$ cat config.mk
export PLATFORM = sky130hd
export DESIGN_NAME = i2c_xfer_counter
export DESIGN_NICKNAME = d
export VERILOG_FILES = /design/src/rtl/i2c_xfer_counter.sv
export SDC_FILE = /design/constraint.sdc
export NUM_CORES = 1
export LEC_CHECK = 0
export BUFFER_PORTS_ARGS = -buffer_cell sky130_fd_sc_hd__buf_4
export CORE_MARGIN = 2
export CORE_UTILIZATION = 50
export DETAILED_ROUTE_END_ITERATION = 10
export GPL_TIMING_DRIVEN = 0
export PLACE_DENSITY = 0.74
export SLEW_MARGIN = 5
export SYNTH_ARGS = -nofsm -noshare
export SYNTH_HDL_FRONTEND = slang
export SYNTH_SLANG_ARGS = --single-unit
export TNS_END_PERCENT = 20
$ cat constraint.sdc
create_clock -name clk -period 1.87 [get_ports clk]
set_input_delay 0.2805 -clock clk [delete_from_list [all_inputs] [get_ports clk]]
set_output_delay 0.2805 -clock clk [all_outputs]
set_load 0.01 [all_outputs]
$ cat src/rtl/i2c_xfer_counter.sv
// i2c_xfer_counter: two-level bit/frame counter with done pulses for the I2C master FSM
module i2c_xfer_counter #(
    parameter int BITS_PER_FRAME = 9,
    parameter int BIT_W          = 4,
    parameter int LEN_W          = 8
) (
    input  logic             clk,
    input  logic             rst,
    input  logic             clr,
    input  logic             load,
    input  logic [LEN_W-1:0] len_in,
    input  logic             bit_inc,
    output logic [BIT_W-1:0] bit_cnt,
    output logic [LEN_W-1:0] byte_cnt,
    output logic             ack_slot,
    output logic             last_byte,
    output logic             frame_done,
    output logic             xfer_done,
    output logic             busy,
    output logic             err
);
    typedef enum logic [1:0] {IDLE, RUN, HALT} state_t;
    localparam logic [BIT_W-1:0] LAST = BIT_W'(BITS_PER_FRAME - 1);
    state_t           state;
    logic [LEN_W-1:0] len;
    logic [LEN_W-1:0] byte_nxt;
    assign byte_nxt  = byte_cnt + 1'b1;
    assign ack_slot  = (state == RUN) && (bit_cnt == LAST);
    assign last_byte = (state == RUN) && (byte_cnt == len - 1'b1);
    // Control state, counters and pulses; priority clr > load > bit_inc
    always_ff @(posedge clk or posedge rst) begin
        if (rst) begin
            state      <= IDLE;
            len        <= '0;
            bit_cnt    <= '0;
            byte_cnt   <= '0;
            frame_done <= 1'b0;
            xfer_done  <= 1'b0;
            busy       <= 1'b0;
            err        <= 1'b0;
        end else begin
            frame_done <= 1'b0;
            xfer_done  <= 1'b0;
            if (clr) begin
                state    <= IDLE;
                bit_cnt  <= '0;
                byte_cnt <= '0;
                busy     <= 1'b0;
                err      <= 1'b0;
            end else if (load) begin
                len       <= len_in;
                bit_cnt   <= '0;
                byte_cnt  <= '0;
                err       <= 1'b0;
                state     <= (len_in != '0) ? RUN : HALT;
                busy      <= (len_in != '0);
                xfer_done <= (len_in == '0);
            end else if (bit_inc) begin
                if (state != RUN) begin
                    err <= 1'b1;
                end else if (bit_cnt < LAST) begin
                    bit_cnt <= bit_cnt + 1'b1;
                end else begin
                    bit_cnt    <= '0;
                    byte_cnt   <= byte_nxt;
                    frame_done <= 1'b1;
                    if (byte_nxt == len) begin
                        xfer_done <= 1'b1;
                        state     <= HALT;
                        busy      <= 1'b0;
                    end
                end
            end
        end
    end
endmodule

==> impl_metrics.py <==
metrics = {
    "logic_synthesis": {
        "biggest_area_contributors_in_the_synthesized_netlist": "dfrtp_1 38%, xor2_1 5.3%, xnor2_1 4.2%, mux2_2 4.1%, buf_6 3.4%",
        "synth_top_area_share": 0.376,
        "synth_warnings": 0,
        "synth_largest_area_cell": "dfrtp_1",
        "post_synth_instance_area_um2": 1660,
        "synth_ff_type": "dfrtp_1",
        "netlist-cell-type-count": 48,
        "netlist_instances": 177,
        "ys_seq_elements": 25,
        "mappedNetlistNets": 194,
        "synthArstFlopShare": 1.00,
        "synth_seq_area_share": 0.376,
        "post_synth.cell_area_avg_um2": 9.40,
        "synth-edff-count": 0,
    },
    "power_and_ir_drop": {
        "power_leakage_nw": 0.843,
        "vdd_ir_drop_max_mv": 0.373,
        "power_frac_clock": 0.220,
        "switching_share": 0.306,
        "cell_internal_pwr_mw": 0.785,
        "power.share.sequential": 0.539,
        "p_per_area_nw_per_um2": 549,
        "share_comb_of_total_power": 0.241,
        "power_switching_mw": 0.345,
    },
    "route": {
        "routedWlPerCell_um": 14.8,
        "drt_pass1_iterations": 4,
        "num_vias": 1441,
        "wirelength_um": 3790,
        "remaining_antenna_violation_count": 0,
        "average_vias_per_placed_instance": 5.61,
        "drcViolationCount": 0,
        "drtIter0Drc": 116,
    },
    "clocking": {
        "clock-root-buffer": "clkbuf_4",
        "clock_tree_from_tritoncts": "done",
        "clock_latency_ns": 0.32,
        "maximum_buffer_depth_of_the_clock_tree": 2,
        "number_of_clock_buffers_inserted_by_tritoncts": 3,
        "path_clk_slew_ns": 0.14,
        "h-tree-depth": 1,
        "cts.sink_count": 25,
    },
    "final_layout": {
        "fin_nets": 231,
        "final_layout_size_suffix_gt1_frac": 0.319,
        "flow.area_growth_from_synthesis_pct": 23.8,
        "fin_cells": 257,
        "combined_area_of_the_multi_input_logic_cells_um2": 973,
        "final-seq-area_um2": 628,
        "antenna_cells_inserted": 0,
        "nFillCells": 285,
        "post-route-util": 0.664,
    },
    "setup_path": {
        "timing.critical_path.required_ns": 1.59,
        "timing_worst_setup_path_type": "reg -> out",
        "crit_path_cell_trace": "nor3_4 > nand2_1 > xor2_1 > a211o_1 > a2111oi_4 > buf_4",
        "critical_path.max_stage_delay_ns": 0.50,
        "worst_path_max_fanout": 5,
        "critPathBufInv": 1,
        "timing.critical_path.max_delay_family": "compound AO/OA/AOI/OAI gates",
        "crit_path_top_delay_cell": "dfrtp_2",
        "setup.worst_path.start_class": "flip-flop",
        "critPathCaptureType": "output pin",
        "worstPathArrival_ns": 2.10,
    },
    "sta": {
        "slew_hr": 0.360,
        "setup_slack_ns": -0.511,
        "timing.fmax_ghz": 0.420,
        "period_needed_ns": 2.38,
        "worst_slew_pin_slew_ns": 0.959,
        "fin_setup_tns_ns": -0.512,
        "setup_viol_count_final": 3,
        "timing.clock.skew_ns": 0.00382,
        "final.hold.worst_slack_ns": 0.159,
        "setup_repair_after_global_routing_missed_its_margin": "true",
        "timing.final.hold_violations": 0,
        "number_of_pins_with_negative_max_slew_slack_in_the_final_report": 0,
        "final.period_utilization": 1.27,
    },
    "floorplanning": {
        "io_pins": 31,
        "placeableCoreArea_um2": 3100,
        "die_area_um2": 3810,
        "placement_rows": 20,
        "initial_core_util": 0.536,
        "overall_die_width_um": 61.7,
        "dieHeight_um": 61.7,
    },
    "grt": {
        "grt_util_all_layers": 0.221,
        "grt-ovfl-total": 0,
        "grt_antenna_before_repair": 0,
        "pin_count_of_the_biggest_net_entering_global_routing": 26,
        "via_count_of_the_first_global_routing_pass": 1344,
        "first_pass_grt_wire_length_um": 6260,
    },
    "place": {
        "place.port_buffers": 30,
        "numPlacedInstances": 251,
        "place.detailed.hpwl_um": 2800,
        "pre_cts_ws_ns": -0.309,
        "gp_congestion": 0.868,
    },
    "run_status": {
        "failed_checks": "setup timing",
        "outcome": "finished, violations left",
    },
    "min_path": {
        "hold_path.class": "in -> async",
    },
    "flow_run": {
        "maxCapViolCount": 0,
    },
}
through the flow:
stage          instance area (um2)  power, mW
2_1_floorplan                 1680      0.788
3_3_place_gp                  1960      0.853
3_5_place_dp                  1960      0.862
4_1_cts                       2040       1.12
5_1_grt                       2060       1.18
6_report                      2060       1.13
power by group through the flow:
stage / Combinational (mW) / Sequential [mW] / Clock (mW)
after floorplan: 0.178 / 0.610 / 0
after global placement: 0.238 / 0.615 / 0
after detailed placement: 0.245 / 0.617 / 0
after CTS: 0.263 / 0.606 / 0.253
after global routing: 0.297 / 0.613 / 0.269
final: 0.272 / 0.609 / 0.249
synthesized netlist by cell type, drive strengths merged (3+ instances only):
library cell	count
dfrtp	25
nor2	15
a21oi	11
nand2	11
nor3	11
xor2	10
buf	9
inv	8
xnor2	8
mux2	6
nand3	6
o21ai	6
ha	4
a211o	3
clkbuf	3
nor4	3
nor4b	3
repair_timing:
item / in CTS / in global routing
endpoints found under the setup margin: 4 / 7
buffers inserted: 2 / 0
hold endpoints to repair: 0 / 0
pin swaps: 2 / 0
resized for setup: 11 / 3
hold buffers: 0 / 0
cells by family (layout without fill, tap and decap cells):
| logic type | after synthesis | after routing | share of synthesized area |
|---|---|---|---|
| adders and majority gates | 4 | 4 | 0.0301 |
| and+or+nand+nor | 67 | 67 | 0.226 |
| AOI/OAI and AO/OA | 34 | 34 | 0.140 |
| xor gates and xnor gates | 18 | 18 | 0.0947 |
| DFF | 25 | 25 | 0.376 |
| muxes | 8 | 8 | 0.0526 |
| buffers and inverters | 21 | 57 | 0.0804 |
path summary, 6_finish.rpt:
path,slack [ns],depth (start not counted),end,startpoint
max,-0.51,6,last_byte,len[3]$_DFFE_PP0P_
min,0.16,2,state[0]$_DFFE_PP0P_,rst
max reg2reg,0,6,state[1]$_DFFE_PP0P_,byte_cnt[0]$_DFFE_PP0P_
min reg2reg,0.52,2,err$_DFFE_PP0P_,err$_DFFE_PP0P_
max in group asynchronous,1.07,2,byte_cnt[1]$_DFFE_PP0P_,rst
min in group clk,0.16,3,len[1]$_DFFE_PP0P_,len_in[1]
cell usage in the layout, fill, tap and decap left out, types with 3 or more instances in the layout:
| cell | count |
|---|---|
| nor2_1 | 15 |
| buf_6 | 5 |
| xnor2_1 | 8 |
| mux2_2 | 6 |
| buf_4 | 35 |
| inv_1 | 7 |
| nor4_1 | 3 |
| nand2_1 | 11 |
| o21ai_0 | 6 |
| a21oi_1 | 11 |
| clkbuf_1 | 4 |
| nand3_1 | 5 |
| clkbuf_4 | 3 |
| xor2_1 | 9 |
| dfrtp_1 | 23 |
| nor3_1 | 10 |
| a211o_1 | 3 |
cell type report:
class                           count  area share
Tap cell                           44      0.0267
Buffer                             13      0.0516
Timing Repair Buffer               32       0.117
Multi-Input combinational cell    131       0.473
Inverter                            8      0.0146
Clock buffer                        4      0.0128
Sequential cell                    25       0.305
flip-flops by register name (all words and copies together), names as in the netlist:
signal	flops
err	1
state	2
frame_done	1
xfer_done	1
len	8
byte_cnt	8
bit_cnt	4
layer usage:
metal | vias up | global-route usage | wire [um]
met5 | - | 0 | 0
met4 | 0 | 0.0760 | 78
met3 | 9 | 0.0290 | 132
met2 | 36 | 0.356 | 1880
met1 | 691 | 0.308 | 1700
li1 | 705 | - | -
Note: power is estimated with default switching activity, not from simulation.
